[src/rtl/fuzzy_stage_scheduler_pkg.sv]
// Shared types and default sizing for the fuzzy-controller stage scheduler.
package fuzzy_sched_pkg;

  typedef enum logic [2:0] {
    IDLE,
    WAIT_TICK,
    WAIT_DONE,
    FINISH,
    ERROR
  } sched_state_e;

  localparam int NUM_STAGES_DEF = 4;
  localparam int DIV_W_DEF      = 4;
  localparam int TIMEOUT_DEF    = 16;

endpackage

[src/rtl/fuzzy_stage_scheduler_prescaler.sv]
// Clear-able up-counter that raises tick on the cycle it equals the limit.
// It parks at the limit, so it never wraps for any limit value.
module sched_prescaler #(
  parameter int W = 4
) (
  input  logic         clk,
  input  logic         rst,
  input  logic         i_clr,
  input  logic         i_en,
  input  logic [W-1:0] i_limit,
  output logic         o_tick
);

  logic [W-1:0] r_cnt;

  assign o_tick = i_en && (r_cnt == i_limit);

  always_ff @(posedge clk or posedge rst) begin
    if (rst) begin
      r_cnt <= '0;
    end else if (i_clr) begin
      r_cnt <= '0;
    end else if (i_en && !o_tick) begin
      r_cnt <= r_cnt + 1'b1;
    end
  end

endmodule

[src/rtl/fuzzy_stage_scheduler.sv]
// Issues one enable strobe per pipeline stage in order, spaced by a
// programmable prescaler, and flags a stage that misses its done window.
//
// state     | meaning
// IDLE      | waiting for start
// WAIT_TICK | prescaler gap before issuing the current stage
// WAIT_DONE | strobe issued, waiting for stage_done[cur_stage]
// FINISH    | one-cycle done pulse
// ERROR     | stage timed out, held until err_clr
module fuzzy_stage_scheduler
  import fuzzy_sched_pkg::*;
#(
  parameter int NUM_STAGES = NUM_STAGES_DEF,
  parameter int DIV_W      = DIV_W_DEF,
  parameter int TIMEOUT    = TIMEOUT_DEF,
  localparam int SW = (NUM_STAGES > 1) ? $clog2(NUM_STAGES) : 1,
  localparam int TW = $clog2(TIMEOUT + 1)
) (
  input  logic                  clk,
  input  logic                  rst,
  input  logic                  i_start,
  input  logic [DIV_W-1:0]      i_div_cfg,
  input  logic                  i_err_clr,
  input  logic [NUM_STAGES-1:0] i_stage_done,
  output logic [NUM_STAGES-1:0] o_stage_en,
  output logic [SW-1:0]         o_cur_stage,
  output logic                  o_busy,
  output logic                  o_done,
  output logic                  o_err
);

  localparam logic [SW-1:0] LAST_STAGE = SW'(NUM_STAGES - 1);
  localparam logic [TW-1:0] TO_LAST    = TW'(TIMEOUT - 1);

  sched_state_e r_state, w_next;
  logic [SW-1:0]         r_cur, w_next_cur;
  logic [TW-1:0]         r_tcnt;
  logic [DIV_W-1:0]      r_div_q;
  logic [NUM_STAGES-1:0] r_stage_en;
  logic                  r_busy, r_done, r_err;
  logic                  w_clr, w_tick, w_cur_done;

  assign w_cur_done = i_stage_done[r_cur];

  sched_prescaler #(.W(DIV_W)) u_prescaler (
    .clk     (clk),
    .rst     (rst),
    .i_clr   (w_clr),
    .i_en    (r_state == WAIT_TICK),
    .i_limit (r_div_q),
    .o_tick  (w_tick)
  );

  always_comb begin
    w_next     = r_state;
    w_next_cur = r_cur;
    w_clr      = 1'b0;
    case (r_state)
      IDLE: begin
        if (i_start) begin
          w_next     = WAIT_TICK;
          w_next_cur = '0;
          w_clr      = 1'b1;
        end
      end
      WAIT_TICK: begin
        if (w_tick) w_next = WAIT_DONE;
      end
      WAIT_DONE: begin
        // A done arriving in the final timeout cycle still counts.
        if (w_cur_done) begin
          if (r_cur == LAST_STAGE) begin
            w_next = FINISH;
          end else begin
            w_next     = WAIT_TICK;
            w_next_cur = r_cur + 1'b1;
            w_clr      = 1'b1;
          end
        end else if (r_tcnt == TO_LAST) begin
          w_next = ERROR;
        end
      end
      FINISH: begin
        w_next     = IDLE;
        w_next_cur = '0;
      end
      ERROR: begin
        if (i_err_clr) begin
          w_next     = IDLE;
          w_next_cur = '0;
        end
      end
      default: begin
        w_next     = IDLE;
        w_next_cur = '0;
      end
    endcase
  end

  always_ff @(posedge clk or posedge rst) begin
    if (rst) begin
      r_state    <= IDLE;
      r_cur      <= '0;
      r_tcnt     <= '0;
      r_div_q    <= '0;
      r_stage_en <= '0;
      r_busy     <= 1'b0;
      r_done     <= 1'b0;
      r_err      <= 1'b0;
    end else begin
      r_state <= w_next;
      r_cur   <= w_next_cur;
      if (r_state == IDLE && i_start) r_div_q <= i_div_cfg;
      if (r_state == WAIT_TICK) begin
        r_tcnt <= '0;
      end else if (r_state == WAIT_DONE) begin
        r_tcnt <= r_tcnt + 1'b1;
      end
      // Outputs are registered from the next state so they align with it.
      r_stage_en <= (r_state == WAIT_TICK && w_tick) ?
                    (NUM_STAGES'(1) << r_cur) : '0;
      r_busy     <= (w_next == WAIT_TICK) || (w_next == WAIT_DONE) ||
                    (w_next == FINISH);
      r_done     <= (w_next == FINISH);
      r_err      <= (w_next == ERROR);
    end
  end

  assign o_stage_en  = r_stage_en;
  assign o_cur_stage = r_cur;
  assign o_busy      = r_busy;
  assign o_done      = r_done;
  assign o_err       = r_err;

endmodule

[config.mk]
export PLATFORM = sky130hd
export DESIGN_NAME = fuzzy_stage_scheduler
export DESIGN_NICKNAME = d
export VERILOG_FILES = /design/src/rtl/fuzzy_stage_scheduler_pkg.sv /design/src/rtl/fuzzy_stage_scheduler_prescaler.sv /design/src/rtl/fuzzy_stage_scheduler.sv
export SDC_FILE = /design/constraint.sdc
export NUM_CORES = 1
export LEC_CHECK = 0
export ABC_AREA = 1
export CAP_MARGIN = 20
export CORE_MARGIN = 8
export CORE_UTILIZATION = 47
export DETAILED_ROUTE_END_ITERATION = 7
export PLACE_DENSITY_LB_ADDON = 0.05
export SLEW_MARGIN = 20
export SYNTH_ARGS = -nofsm -noshare
export SYNTH_HDL_FRONTEND = slang
export SYNTH_SLANG_ARGS = --single-unit
[constraint.sdc]
create_clock -name clk -period 1.4 [get_ports clk]
set_input_delay 0.28 -clock clk [delete_from_list [all_inputs] [get_ports clk]]
set_output_delay 0.28 -clock clk [all_outputs]
set_load 0.01 [all_outputs]
## After elaboration in Yosys (flattened, before gate mapping)

Cells that the tools add are included.

- Reductions and logical operators: 11
- Multiplexer cells: 23
- Add/sub/neg operators: 3
- Equality and inequality tests: 14
- Order comparisons: 1
- Bitwise gates (word level): 1
- Shift-type cells: 1

Operators with widths:

| cell | number |
|---|---|
| 2-to-1 mux 3 bit | 5 |
| 2-to-1 mux 4 bit | 3 |
| one-hot mux 3 bit (4 select lines) | 1 |
| 2-to-1 mux 2 bit | 5 |
| 2-to-1 mux 5 bit | 2 |
| == test 3 x 2 -> 1 bit, second input constant | 3 |
| inequality test 2 bit, second input constant | 4 |
| one-hot mux 2 bit (4 select lines) | 1 |
| == test 3 x 1 -> 1 bit, second input constant | 2 |
| == test 3 bit, second input constant | 2 |
| adder 5 x 1 -> 5 bit, second input constant | 1 |
| == test 5 x 4 -> 1 bit, second input constant | 1 |
| AND reduction 5 bit | 1 |
| adder 4 x 1 -> 4 bit, second input constant | 1 |
| == test 4 bit | 1 |
| logical AND 1 bit | 4 |
| 2-to-1 mux 1 bit | 4 |
| nonzero test 2 bit | 2 |
| << shifter 1 x 2 -> 4 bit, first input constant | 1 |
| zero test 3 bit | 1 |
| < comparator 2 x 3 -> 1 bit, second input constant | 1 |
| adder 2 x 1 -> 2 bit, second input constant | 1 |
| binary-select mux 1 bit (select 2 bit) | 1 |
| == test 2 bit, second input constant | 1 |
| 4 further kinds | 5 |

- Output and inout port bits: 9
- Bits in registers: 25
- Word-level logic and storage cells: 63

## Logic depth before layout (Yosys ltp)

Gate-level depths: netlist of the first run.

- Depth after elaboration: 7
- Mapped depth: 10

## Cells and area by module

Synthesis of the first run repeated with hierarchy kept, for this count alone.

- Cells, all modules: 164
- Area total of the unflattened synthesis: 1376.3 µm²

By module, submodules not included:

| module | area each (µm²) | instances | cells an instance | sequential area each (µm²) |
|---|---|---|---|---|
| fuzzy_stage_scheduler | 1054.8 | 1 | 113 | 525.5 |
| sched_prescaler | 321.6 | 1 | 51 | 100.1 |

## Worst setup path after synthesis of the first run

Ideal clock, no wire load.

- Kind: reg2reg
- From: register r_tcnt[0]
- To: register r_done (netlist: o_done)
- Arrival: 1.447 ns
- Cell stages (with the launch flop): 11
- Slack: -0.110 ns
- Data required time: 1.337 ns
- Library setup time: 0.063 ns
- Buffers on the path: 0
- Cells stage by stage: dfrtp_1 > ha_1 > nand2_1 > nor2_1 > ha_1 > or2_2 > nand2_1 > nand3_1 > nand2_1 > nand2_1 > inv_1

- Longest elaborated chain between the ends: 5

RTL lines:

| what | line | text |
|---|---|---|
| start: declaration | fuzzy_stage_scheduler.sv:37 | `logic [TW-1:0] r_tcnt;` |
| start signal: assignment | fuzzy_stage_scheduler.sv:117 | `r_tcnt <= r_tcnt + 1'b1;` |
| == test 5 x 4 -> 1 bit | fuzzy_stage_scheduler.sv:79 | `end else if (r_tcnt == TO_LAST) begin` |
| 2-to-1 mux 3 bit | fuzzy_stage_scheduler.sv:79 |  |
| 2-to-1 mux 3 bit | fuzzy_stage_scheduler.sv:71 | `if (w_cur_done) begin` |
| one-hot mux 3 bit (4 select lines) | fuzzy_stage_scheduler.sv:58 | `case (r_state)` |
| via w_next[1] | fuzzy_stage_scheduler.sv:35 | `sched_state_e r_state, w_next;` |
| == test 3 x 2 -> 1 bit | fuzzy_stage_scheduler.sv:124 | `r_done <= (w_next == FINISH);` |
| end signal: assignment | fuzzy_stage_scheduler.sv:124 |  |
| end: declaration | fuzzy_stage_scheduler.sv:40 | `logic r_busy, r_done, r_err;` |

The timed path passes the listed nets, and every way through them passes these cells.
A chain may end at the register's enable or synchronous reset.

## Worst setup path in the final report of the first run

- From: register r_tcnt[1]
- To: register r_done (netlist: o_done)

Same word-level chain as after synthesis.

==> qor.yml, run 1 <==
outcome: "complete, but fails checks"
violations: "negative setup slack"
synth_fa_ha_area_frac: 0.0668
grt_start_max_net_pins: 26
mostFrequentLayoutCell: "nand2_1"
die_area_mm2: 0.00474
cts_tree: "done"
yosysUniqueCellTypes: 21
finalPower_mw: 2.97
yosys_warnings: 0
grt_pass1_wl_mm: 4.63
rows: 19
ant_nets: 0
cts-root-buf: "clkbuf_4"
holdWs_ns: 0.291
setup_viol_count_final: 1
place_congestion: 0.811
antenna_found_initial: 0
drt_iter0_markers: 34
cts_made_buffers: 3
hold_path_class: "primary input to async pin"
hpwl_mm: 1.93
io_pins: 21
min_period_ns: 1.44
syn_to_final_growth_pct: 31.7
nets: 218
p_per_area_mw_per_mm2: 1720
grt-ovfl-total: 0
grtUsageTotal: 0.125
detail_route.wl_per_cell_um: 11.4
critPathLaunchType: "flop"
muxShareOfSynthArea: 0
critPathKind: "flop to flop"
relSlewSlack: 0.784
synth_compound_area_frac: 0.0468
clk_latency_ns: 0.31
fp.coreArea_mm2: 0.00271
yosysSeqAreaShare: 0.477
power.leakage_nw: 0.914
netlist_area_mm2: 0.00131
r2r_setup_slack_ns: -0.04
slew_viol_final: 0
cts_buffer_depth: 2
die_x_um: 68.8
start_util: 0.484
synth_xor_area_frac: 0.00668
grt_pass1_vias: 1095
postLayoutSetupSlackWorst_ns: -0.0373
dpl_worst_slack_ns: -0.116
hold_violations: 0
holdBufCountCts: 0
end_kind: "flop"
dr_total_vias: 1084
clock_sinks: 25
final_cell_mix: "nand2_1, inv_1, dfrtp_1, nor2_1, buf_4"
irDropWorstVdd_v: 0.00103
crit_required_ns: 1.66
syn-mean-instance-area_um2: 8.20
rsz0062_at_grt: "yes"
numPortBuffers: 20
worstMarginPinSlew_ns: 0.324
synth-seq-cells: 25
cts.htree.levels: 1
syn_inst: 160
cp_max_fo: 2
synth-simple-area-share: 0.331
drv_cap: 0
fin_crit_sh: 1.03
routed_wl_mm: 2.61
drive_above_1_share: 0.237
final.setup.tns_ns: -0.0373
crit_arrival_ns: 1.69
drc_errors: 0
finClkSkew_ns: 0.00744
synth_top_family_by_area: "simple AND/OR/NAND/NOR gates"
path_clk_slew_ns: 0.13
vias_per_cell: 4.73
die_h_um: 68.8
insertedDiodeCount: 0
dr.pass1.iters: 4
synth_nets: 179
timing.fmax_ghz: 0.696
==> logic make-up after synthesis <==
kind of cell | after synthesis
AND/OR/NAND/NOR | 91
AO/OA/AOI/OAI | 11
flip-flops | 25
XOR/XNOR | 1
buffers and inverters | 25
adder cells (fa/ha/maj) | 7
==> through the flow <==
| step | std cells | cell area [µm²] | util |
|---|---|---|---|
| after global routing | 229 | 1730 | 0.637 |
| after global placement | 218 | 1620 | 0.599 |
| after CTS | 225 | 1670 | 0.617 |
| after detailed placement | 218 | 1620 | 0.599 |
| after floorplan | 160 | 1320 | - |
| final | 229 | 1730 | 0.637 |
==> Yosys cell counts <==
master | n | area share
nand3_2 | 2 | 0.015
nor2_2 | 2 | 0.0095
nand3_1 | 14 | 0.053
nand2_2 | 3 | 0.014
xnor2_1 | 1 | 0.0067
inv_2 | 2 | 0.0057
o22ai_1 | 2 | 0.0095
ha_1 | 7 | 0.067
or2_2 | 1 | 0.0048
nor3_4 | 1 | 0.012
nor2_4 | 2 | 0.017
nand3_4 | 1 | 0.013
nand2_1 | 49 | 0.14
nand3b_1 | 1 | 0.0057
dfrtp_1 | 25 | 0.48
o21ai_2 | 1 | 0.0067
o21ai_0 | 7 | 0.027
inv_1 | 23 | 0.066
nor2_1 | 14 | 0.040
a21oi_1 | 1 | 0.0038
nand4_1 | 1 | 0.0048
==> final cells by class <==
type | instances | area, µm²
multi-input cells | 110 | 627
fillers | 240 | 983
well taps | 31 | 38.8
flip-flops and latches | 25 | 629
clock buffers | 4 | 26.3
inverters | 25 | 96.3
repair buffers | 34 | 309
==> sequential cells by signal, indices dropped and copies added (netlist names) <==
| signal | count |
|---|---|
| o_stage_en | 4 |
| r_state | 3 |
| o_err | 1 |
| u_prescaler.r_cnt | 4 |
| o_busy | 1 |
| o_done | 1 |
| r_tcnt | 5 |
| r_div_q | 4 |
| o_cur_stage | 2 |
==> critical path, stage by stage (launching register included) <==
cell and delay, ns:
dfrtp_1 0.40, ha_2 0.19, nand2_1 0.06, nor2_1 0.04
ha_2 0.17, or2_4 0.22, nand2_2 0.06, nand3_2 0.07
nand2_2 0.09, nand2_1 0.05, inv_1 0.04
==> path summary, 6_finish.rpt <==
kind | from | depth (start not counted) | to
hold / removal | rst | 3 | o_stage_en[2]
hold reg to reg | r_tcnt[4] | 2 | r_tcnt[4]
setup reg to reg | r_tcnt[1] | 10 | o_done
max in group asynchronous | rst | 3 | r_state[2]
min in group clk | i_div_cfg[3] | 3 | r_div_q[3]
setup / recovery | r_tcnt[1] | 10 | o_done
==> metal layers <==
layer  up-vias  GRT usage  share of wire  wire, µm
met4         0     0.0301         0.0065        17
met2        14      0.211           0.48      1260
met5         -          0              0         0
met3         2     0.0242          0.035        91
li1        574          -              -         -
met1       494      0.161           0.48      1250
==> where the power goes <==
| group | internal (mW) | switching [mW] | total [mW] | leakage (nW) |
|---|---|---|---|---|
| Sequential | 0.931 | 0.131 | 1.06 | 0.327 |
| Clock | 0.111 | 0.202 | 0.313 | 0.0150 |
| Combinational | 0.665 | 0.930 | 1.59 | 0.573 |
==> timing repair <==
item                                    in CTS  in global routing
pin swaps                                    5                  3
endpoints found under the setup margin      11                  9
gates resized for setup                     14                 10
setup buffers                                3                  4
No activity file was read; power rests on OpenSTA's default activity.
==> run 2: changes to the inputs <==
--- a/config.mk
+++ b/config.mk
@@ -11,7 +11,6 @@
 export CORE_UTILIZATION = 47
 export DETAILED_ROUTE_END_ITERATION = 7
 export PLACE_DENSITY_LB_ADDON = 0.05
-export SLEW_MARGIN = 20
 export SYNTH_ARGS = -nofsm -noshare
 export SYNTH_HDL_FRONTEND = slang
 export SYNTH_SLANG_ARGS = --single-unit
==> results of run 2 <==
Same layout as run 1: the final DEF is identical, and so are final timing and power.
